[src/rtl/fifo_uart_tx_module.sv]
// fifo_uart_tx_module: pops bytes from the TX FIFO and shifts each out as a UART frame, LSB first.
// Define TX_PARITY_EN to insert an even-parity bit between D7 and the stop bit (8E1); default build is 8N1.
module fifo_uart_tx_module #(
    parameter int unsigned BPS_CNT = 434
) (
    input  logic       CLK,
    input  logic       RST,
    input  logic       Empty_Sig,
    input  logic [7:0] FIFO_Read_Data,
    output logic       Read_Req_Sig,
    output logic       TX_Pin_Out,
    output logic       TX_Busy_Sig
);

`ifdef TX_PARITY_EN
    localparam int unsigned FRAME_LEN = 11;
`else
    localparam int unsigned FRAME_LEN = 10;
`endif
    localparam logic [15:0] BAUD_LAST = 16'(BPS_CNT - 1);
    localparam logic [3:0]  BIT_LAST  = 4'(FRAME_LEN - 1);

    typedef enum logic [2:0] {
        S_IDLE = 3'd0,
        S_REQ  = 3'd1,
        S_WAIT = 3'd2,
        S_LOAD = 3'd3,
        S_SEND = 3'd4
    } state_t;

    state_t      state_q;
    logic [15:0] baud_q;
    logic [3:0]  bit_idx_q;
    logic [7:0]  data_q;
    logic [10:0] frame_q;
    logic [10:0] frame_d;
    logic        req_q;
    logic        tx_q;
    logic        busy_q;

    function automatic logic even_parity(input logic [7:0] d);
        return ^d;
    endfunction

    // Bit 0 is the start bit; the unused top bit in 8N1 is a second stop-level bit that is never sent.
    function automatic logic [10:0] build_frame(input logic [7:0] d);
`ifdef TX_PARITY_EN
        return {1'b1, even_parity(d), d, 1'b0};
`else
        return {1'b1, 1'b1, d, 1'b0};
`endif
    endfunction

    // Frame image of the captured byte, consumed in LOAD
    always_comb begin
        frame_d = build_frame(data_q);
    end

    // Transmit FSM: pop handshake, frame load and per-bit baud timing
    always_ff @(posedge CLK) begin
        if (RST) begin
            state_q   <= S_IDLE;
            baud_q    <= 16'd0;
            bit_idx_q <= 4'd0;
            data_q    <= 8'd0;
            frame_q   <= 11'h7FF;
            req_q     <= 1'b0;
            tx_q      <= 1'b1;
            busy_q    <= 1'b0;
        end else begin
            case (state_q)
                S_IDLE: begin
                    tx_q  <= 1'b1;
                    req_q <= 1'b0;
                    if (!Empty_Sig) begin
                        state_q <= S_REQ;
                        req_q   <= 1'b1;
                        busy_q  <= 1'b1;
                    end else begin
                        busy_q  <= 1'b0;
                    end
                end
                S_REQ: begin
                    req_q   <= 1'b0;
                    state_q <= S_WAIT;
                end
                S_WAIT: begin
                    data_q  <= FIFO_Read_Data;
                    state_q <= S_LOAD;
                end
                S_LOAD: begin
                    // frame_q holds the bits still to come; the start bit goes straight to the pin
                    tx_q      <= frame_d[0];
                    frame_q   <= {1'b1, frame_d[10:1]};
                    baud_q    <= 16'd0;
                    bit_idx_q <= 4'd0;
                    state_q   <= S_SEND;
                end
                S_SEND: begin
                    if (baud_q == BAUD_LAST) begin
                        baud_q <= 16'd0;
                        if (bit_idx_q == BIT_LAST) begin
                            state_q <= S_IDLE;
                            busy_q  <= 1'b0;
                            tx_q    <= 1'b1;
                        end else begin
                            bit_idx_q <= bit_idx_q + 4'd1;
                            tx_q      <= frame_q[0];
                            frame_q   <= {1'b1, frame_q[10:1]};
                        end
                    end else begin
                        baud_q <= baud_q + 16'd1;
                    end
                end
                default: begin
                    state_q <= S_IDLE;
                    req_q   <= 1'b0;
                    tx_q    <= 1'b1;
                    busy_q  <= 1'b0;
                end
            endcase
        end
    end

    assign Read_Req_Sig = req_q;
    assign TX_Pin_Out   = tx_q;
    assign TX_Busy_Sig  = busy_q;

endmodule

[config.mk]
export PLATFORM = sky130hd
export DESIGN_NAME = fifo_uart_tx_module
export DESIGN_NICKNAME = d
export VERILOG_FILES = /design/src/rtl/fifo_uart_tx_module.sv
export SDC_FILE = /design/constraint.sdc
export NUM_CORES = 1
export LEC_CHECK = 0
export ABC_CLOCK_PERIOD_IN_PS = 4200
export CAP_MARGIN = 20
export CORE_MARGIN = 4
export CORE_UTILIZATION = 50
export CTS_CLUSTER_DIAMETER = 30
export DETAILED_ROUTE_END_ITERATION = 10
export GPL_TIMING_DRIVEN = 0
export PLACE_DENSITY = 0.66
export SYNTH_ARGS = -nofsm -noshare
export SYNTH_HDL_FRONTEND = slang
export SYNTH_SLANG_ARGS = --single-unit
[constraint.sdc]
create_clock -name CLK -period 4.2 [get_ports CLK]
set_clock_uncertainty 0.05 [all_clocks]
set_input_delay 0.84 -clock CLK [delete_from_list [all_inputs] [get_ports CLK]]
set_output_delay 0.84 -clock CLK [all_outputs]
set_load 0.05 [all_outputs]
Word level (Yosys, flattened, before mapping). Index checks and enable logic that the tools add are counted.

Output and inout bits: 3. Register bits: 45. Logic and storage cells: 51.

Equal/unequal tests: 10. $add $sub $neg: 2. Reduce and logical (&&, ||, !) cells: 9. Bitwise gates (word level): 2. Muxes and demuxes: 20.

Operator list (count): $pmux 16 s2 (1); $mux 11 (2); $pmux 11 s2 (1); $add 16x1->16 const B (1); $eq 16x9->1 const B (1); $mux 16 (1); $pmux 3 s5 (1); $mux 3 (3); $reduce_and 3->1 (3); $mux 4 (2); $ne 2x2->1 const B (4); $pmux 4 s2 (1); $eq 3x2->1 const B (2); $pmux 1 s3 (2); $reduce_or 3->1 (2); $mux 1 (5); $add 4x1->4 const B (1); $eq 4x4->1 const B (1); $eq 3x1->1 const B (1); $eq 3x3->1 const B (1); $logic_not 3->1 (1); $not 1->1 (2); $pmux 1 s2 (1); $reduce_and 2->1 (1); other kinds (2) (2).

Depth between registers and ports, before layout. Gate-level depths: netlist of run 1.

Depth in word-level cells: 4. Mapped depth: 8. Gate-level depth less buffers: 7.

Worst setup path after synthesis of run 1. Ideal clock, no wire load.

Path type: reg2reg. From: register baud_q[1]. To: register baud_q[10]. Cell stages (with the launch flop): 9. Buffers on the path: 1. Data arrival time: 1770 ps. Library setup time: 69 ps. Slack: 2310 ps. Data required time: 4081 ps. Cell sequence: dfxtp_1 > inv_1 > ha_1 > and3_1 > and4_4 > or3_1 > buf_2 > or3_1 > o21ai_1.

Word-level cells in the longest chain between the ends: 3. Elaborated cells between the ends (all ways): 4. Those cells by class: add/sub (1); eq/ne (1); mux (2).

Ends and longest elaborated chain: from (decl) (line 32) `logic [15:0] baud_q;`; from (signal assigned) (line 112) `baud_q <= baud_q + 16'd1;`; $add 16x1->16 / $eq 16x9->1 (equally long branches) (line 112, 100); $mux 16 * (line 100) `if (baud_q == BAUD_LAST) begin`; $pmux 16 s2 * (line 71) `case (state_q)`.

Every way passes the cells marked *; elsewhere a longest branch is shown, timed or not. A chain may end at the register's enable or synchronous reset.

Worst setup path in the final report of run 1.
From: register tx_q, in the netlist TX_Pin_Out. To: output port TX_Pin_Out.

RTL lines: from (decl) (line 38) `logic tx_q;`; from (signal assigned) (line 93) `tx_q <= frame_d[0];`; from (signal assigned) (line 108) `tx_q <= frame_q[0];`; to (decl) (line 11) `output logic TX_Pin_Out,`.

No word-level cell between the ends.

==> run summary, run 1 <==
Status: finished clean
Die W: 71.3 um
Yosys cell types: 41
Post-cts resize count: 0
Post-Route WL: 4300 um
RSZ-0062 raised after global routing: false
Register area share after synthesis: 0.420
Final worst slack: 1.87 ns
Post-synth EDFFs: 0
Placeable Area: 3770 um^2
Clk sink count: 42
Top Ports: 14
Leading area contributor after synthesis: dfxtp_1
Largest cells by area after synthesis: dfxtp_1 42%, mux2i_1 5.5%, a21oi_1 5.3%
Rel. slew slack: 0.361
Worst skew pair latency: 0.30 ns
Commonest non-fill, non-tap cells in the layout: 42 x dfxtp_1, 21 x nor2_1, 21 x nor3_1, 21 x a21oi_1, 16 x nand2_1
Remaining antenna violation count after routing: 0
DP HPWL: 3030 um
Antenna Diode Count: 0
Post-Syn Area: 2000 um^2
Initial Util: 0.531
CP required: 3.31 ns
Fin util: 0.606
Crit path launch type: register
Worst path top cell family by delay: buffers and inverters
Initial antenna violation count: 0
I/O Buffers: 13
Area grow syn2layout: 14.1%
GRT Total Usage: 0.180
Largest net degree at the start of global routing: 13
Leakage power: 0.795 nW
Die area: 5080 um^2
F_max: 429 MHz
Period Utilization, post-route: 0.555
Worst-path clk slew: 0.08 ns
Syn avg cell area: 8.48 um^2
H-tree lvl count: 2
Yosys top cell area share: 0.420
CP max FO: 2
Fin. Hold Viols: 0
Synthesized flop and latch total: 42
Vias in the first global route: 1500
CTS Buf Count: 5
Pre-CTS WS: 1.61 ns
Wirelength per Cell: 14.1 um
CTS tree: done
Final min period: 2.33 ns
Share of flip-flops with an asynchronous set or reset: 0
Critical-path cell list: clkdlybuf4s50_1
Arrival time at the worst endpoint: 1.44 ns
Commonest non-fill, non-tap cell in the layout: dfxtp_1
DR vias: 1707
Primary FF master, synth: dfxtp_1
PwrDens: 353 nW/um^2
Power Total: 0.807 mW
Largest stage delay on the critical path: 0.80 ns
Slowest-stage cell, CP: clkdlybuf4s50_1
CTS Buffer Depth: 2
Share of layout cells above drive strength 1: 0.0739
Syn Nets: 251
Min Hold Slack: 0.423 ns
# setup viols final: 0
Mapped Cells: 236
RD Place Congestion: 0.818
Initial drt markers: 134
Die extent in y: 71.3 um
Post-DR vias/cell: 5.60
Residual DRC: 0
Cell row count: 22
Yosys warnings: 0
Slew at the pin with the worst max-slew slack: 0.951 ns
First-pass GRT wire length: 7200 um
CP bufs+invs: 1
Clock root buffer: clkbuf_8
Setup bufs post-CTS: 0
Crit. End Element: output port
Post-CTS Hold Fix Bufs: 0
Setup TNS: 0 ns
MaxCap Viol Count: 0
Fin nets: 271
CP Class: register to output port
Maximum vdd drop: 0.232 mV
Final Max Slew Viols: 0
Drt pass-1 iters: 4
Global route overflow: 0
Worst min-delay path class: register to register
## synthesized netlist by cell type (6+ instances only)
cell      instances
a211oi_1         12
a21oi_1          21
and2_1            8
clkbuf_1          7
dfxtp_1          42
inv_1             6
mux2i_1          11
nand2_1          16
nand3_1           8
nor2_1           21
nor3_1           21
## worst register-to-register path, delay by kind of cell, from the launching register on
family / cells / cell delay, ns
adder cells (fa/ha/maj): 1 / 0.19
flip-flops: 1 / 0.41
buffers and inverters: 2 / 0.27
AO/OA/AOI/OAI: 1 / 0.07
AND/OR/NAND/NOR: 4 / 1.08
## registers in the layout (all words and copies together) (netlist names)
register      count
frame_q           8
TX_Busy_Sig       1
TX_Pin_Out        1
Read_Req_Sig      1
bit_idx_q         4
state_q           3
baud_q           16
data_q            8
## final cells by class
class | instances | area (um^2)
clock buffers | 7 | 86.3
well taps | 48 | 60.1
multi-input cells | 175 | 1080
clock inverters | 1 | 5.00
flip-flops and latches | 42 | 841
fillers | 360 | 1490
plain buffers | 13 | 58.8
repair buffers | 13 | 130
inverters | 6 | 22.5
## power breakdown
part | switching, mW | leakage [nW] | internal [mW]
clock network | 0.142 | 0.0482 | 0.133
registers | 0.0116 | 0.340 | 0.415
logic | 0.0613 | 0.407 | 0.0440
total | 0.215 | 0.795 | 0.592
## final timing paths
check	from	to	slack, ns	depth (start not counted)
setup / recovery	TX_Pin_Out	TX_Pin_Out	1.87	1
hold / removal	baud_q[15]	baud_q[15]	0.42	1
setup reg to reg	baud_q[1]	baud_q[13]	2.07	8
hold reg to reg	baud_q[15]	baud_q[15]	0.42	1
## per-stage QoR
step / instance area, um^2 / std cells
after floorplan: 2000 / 236
after CTS: 2280 / 305
after detailed placement: 2190 / 297
final: 2280 / 305
after global routing: 2280 / 305
after global placement: 2190 / 297
## metal layers
layer | track usage | share of wire | wire length, um
met5 | 0 | 0 | 0
met4 | 0.0564 | 0.014 | 59
met3 | 0.0561 | 0.038 | 164
met2 | 0.246 | 0.42 | 1790
met1 | 0.267 | 0.53 | 2290
## logic make-up after synthesis
group                    Yosys count  synth area share
multiplexers                      11            0.0550
XOR/XNOR                           5            0.0219
buffers and inverters             19            0.0406
AND/OR/NAND/NOR                   99             0.261
AO/OA/AOI/OAI                     56             0.176
flip-flops                        42             0.420
adder cells (fa/ha/maj)            4            0.0250
Note: power is estimated with default switching activity, not from simulation.
==> run 2, diff against run 1 <==
Settings changed: ABC_CLOCK_PERIOD_IN_PS 4200 to 2400.
Clock period 4.2 ns to 2.4 ns, I/O delays scaled along.
==> results of run 2 <==
Same layout as run 1 (identical final DEF). Status: finished clean.
Main changes from that run: setup slack after placement 1.61 ns -> 0.166 ns; setup slack after layout 1.87 ns -> 0.269 ns; start point of the critical path TX_Pin_Out -> baud_q[1]; end point of the critical path TX_Pin_Out -> baud_q[13]; register-to-register setup slack 2.07 ns -> 0.27 ns; total power 0.807 mW -> 1.41 mW; worst IR drop on VDD 0.232 mV -> 0.406 mV
==> run 3, diff against run 2 <==
Settings changed: REMOVE_ABC_BUFFERS set to 1.
==> run 3 against run 2 <==
Final cell count decreased by 3.3%. Count of clock-buffer cells in the layout down 1. Sequential cell count unchanged. Sequential share of layout area down 0.15 points. First-iteration DRC count is 22% lower. Register-to-register slack worse by 0.05 ns. Global-route usage shrank 1.6 points. Sequential power up 0.9%. Design area rose by 0.55%. Wire length down 5.7%. Die area unchanged. Clock power rose by 18%. Critical endpoint is now baud_q[14]. Largest power group unchanged.
==> run summary, run 3 (same netlist as run 1, synthesis figures left out) <==
Status: finished clean (unchanged)
Power Total: 1.49 mW (was 1.41 mW)
CP Class: register to register (unchanged)
RD Place Congestion: 0.829 (was 0.818)
Initial antenna violation count: 0 (unchanged)
Die area: 5080 um^2 (unchanged)
PwrDens: 650 nW/um^2 (was 618 nW/um^2)
RSZ-0062 raised after global routing: false (unchanged)
Worst-path clk slew: 0.08 ns (about the same)
DP HPWL: 2790 um (was 3030 um)
H-tree lvl count: 2 (unchanged)
Share of layout cells above drive strength 1: 0.0769 (was 0.0739)
Cell row count: 22 (unchanged)
CP max FO: 13 (was 10)
R2R Setup Slk: 0.22 ns (was 0.27 ns)
CP bufs+invs: 0 (was 2)
Worst skew pair latency: 0.29 ns (was 0.30 ns)
Post-CTS Hold Fix Bufs: 0 (unchanged)
Die extent in y: 71.3 um (unchanged)
Initial Util: 0.531 (unchanged)
Final min period: 2.18 ns (was 2.13 ns)
Worst min-delay path class: register to register (unchanged)
Drt pass-1 iters: 4 (unchanged)
Final Max Slew Viols: 0 (unchanged)
Antenna Diode Count: 0 (unchanged)
Crit path launch type: register (unchanged)
Top Ports: 14 (unchanged)
# setup viols final: 0 (unchanged)
Fin nets: 262 (was 271)
Area grow syn2layout: 14.7% (was 14.1%)
GRT Total Usage: 0.164 (was 0.180)
First-pass GRT wire length: 6800 um (was 7200 um)
Reg with most FFs: baud_q (unchanged)
Post-Route WL: 4060 um (was 4300 um)
CTS Buf Count: 5 (unchanged)
MaxCap Viol Count: 0 (unchanged)
FF-to-FF Start: state_q[0] (was baud_q[1])
Hold path endpoint: baud_q[15] (unchanged)
Crit. End Element: register (unchanged)
Rel. slew slack: 0.364 (was 0.361)
Reg2reg end: baud_q[14] (was baud_q[13])
Clk sink count: 42 (unchanged)
Top Registers: baud_q: 16 flops, data_q: 8 flops, frame_q: 8 flops (unchanged)
Vias in the first global route: 1590 (was 1500)
Largest net degree at the start of global routing: 23 (was 13)
I/O Buffers: 13 (unchanged)
Maximum vdd drop: 0.342 mV (was 0.406 mV)
Die W: 71.3 um (unchanged)
Clock root buffer: clkbuf_8 (unchanged)
Slowest-stage cell, CP: or3_4 (was dfxtp_1)
CTS Buffer Depth: 2 (unchanged)
Placeable Area: 3770 um^2 (unchanged)
Slew at the pin with the worst max-slew slack: 0.947 ns (was 0.951 ns)
Number of cells on the worst reg-to-reg path: 5 (was 8)
Hold path cells: 1 (unchanged)
Commonest non-fill, non-tap cell in the layout: dfxtp_1 (unchanged)
Post-Layout Cell Count: 295 (was 305)
Initial drt markers: 105 (was 134)
Worst path top cell family by delay: simple AND/OR/NAND/NOR gates (unchanged)
Period Utilization, post-route: 0.909 (was 0.888)
CP required: 2.59 ns (about the same)
CTS tree: done (unchanged)
Min Hold Slack: 0.427 ns (was 0.423 ns)
Arrival time at the worst endpoint: 2.37 ns (was 2.32 ns)
DR vias: 1717 (was 1707)
Hold Startpoint: baud_q[15] (unchanged)
Commonest non-fill, non-tap cells in the layout: 41 x dfxtp_1, 21 x nor2_1, 21 x nor3_1, 21 x a21oi_1, 16 x nand2_1 (was 42 x dfxtp_1, 21 x nor2_1, 21 x nor3_1, 21 x a21oi_1, 16 x nand2_1)
Wirelength per Cell: 13.8 um (was 14.1 um)
Fin. Hold Viols: 0 (unchanged)
Global route overflow: 0 (unchanged)
F_max: 458 MHz (was 469 MHz)
Max FFs per register: 16 (unchanged)
Remaining antenna violation count after routing: 0 (unchanged)
Post-DR vias/cell: 5.82 (was 5.60)
Leakage power: 0.796 nW (was 0.795 nW)
Placed Cells: 286 (was 297)
Residual DRC: 0 (unchanged)
Largest stage delay on the critical path: 0.55 ns (was 0.41 ns)
Critical-path cell list: nor2_1 -> nand2_1 -> or3_4 -> or4_1 -> nand3_1 (was inv_1 -> ha_1 -> and3_1 -> and4_4 -> or3_1 -> buf_2 -> or3_1 -> o21ai_1)
[run 3: where the power goes]
group          internal [mW]  switching [mW]
logic                 0.0745          0.0951
clock network          0.333           0.235
registers              0.727          0.0272
[run 3: timing repair]
item	4_1_cts	5_1_grt
pin swaps	0	0
setup endpoints to repair	17	3
resized for setup	3	1
hold endpoints to repair	0	0
buffers inserted	0	2
[run 3: how the worst max path moves through the flow]
stage,from,endpoint,slack [ns],cells after the start
after CTS,state_q[2],bit_idx_q[2],0.08,5
after global placement,RST,baud_q[6],-0.96,4
after floorplan,state_q[2],bit_idx_q[2],0.25,5
final,state_q[0],baud_q[14],0.22,5
after detailed placement,RST,baud_q[14],-0.51,5
after global routing,state_q[0],baud_q[14],0.05,5
[run 3: cell type report]
cell class / count / area, um^2
Sequential cell: 42 / 842
Tap cell: 48 / 60.1
Inverter: 6 / 22.5
Clock inverter: 1 / 30.0
Fill cell: 316 / 1480
Timing Repair Buffer: 17 / 166
Clock buffer: 6 / 82.6
Multi-Input combinational cell: 175 / 1090
[run 3: metal layers]
metal  share of wire  global-route usage  routed length [um]  up-vias
met5               0                   0                   0        -
met4           0.013              0.0501                  53        0
met3           0.051              0.0421                 207        7
met2            0.45               0.266                1820       44
met1            0.49               0.215                1980      796
li1                -                   -                   -      870
[run 3: metrics by stage]
stage / setup TNS [ns] / instance area (um^2) / worst slack, ns / util
2_1_floorplan: 0 / 1940 / 0.251 / -
3_3_place_gp: -10.66 / 2130 / -0.962 / 0.566
3_5_place_dp: -4.49 / 2160 / -0.507 / 0.572
4_1_cts: 0 / 2280 / 0.0811 / 0.604
5_1_grt: 0 / 2300 / 0.0508 / 0.609
6_report: 0 / 2300 / 0.217 / 0.609
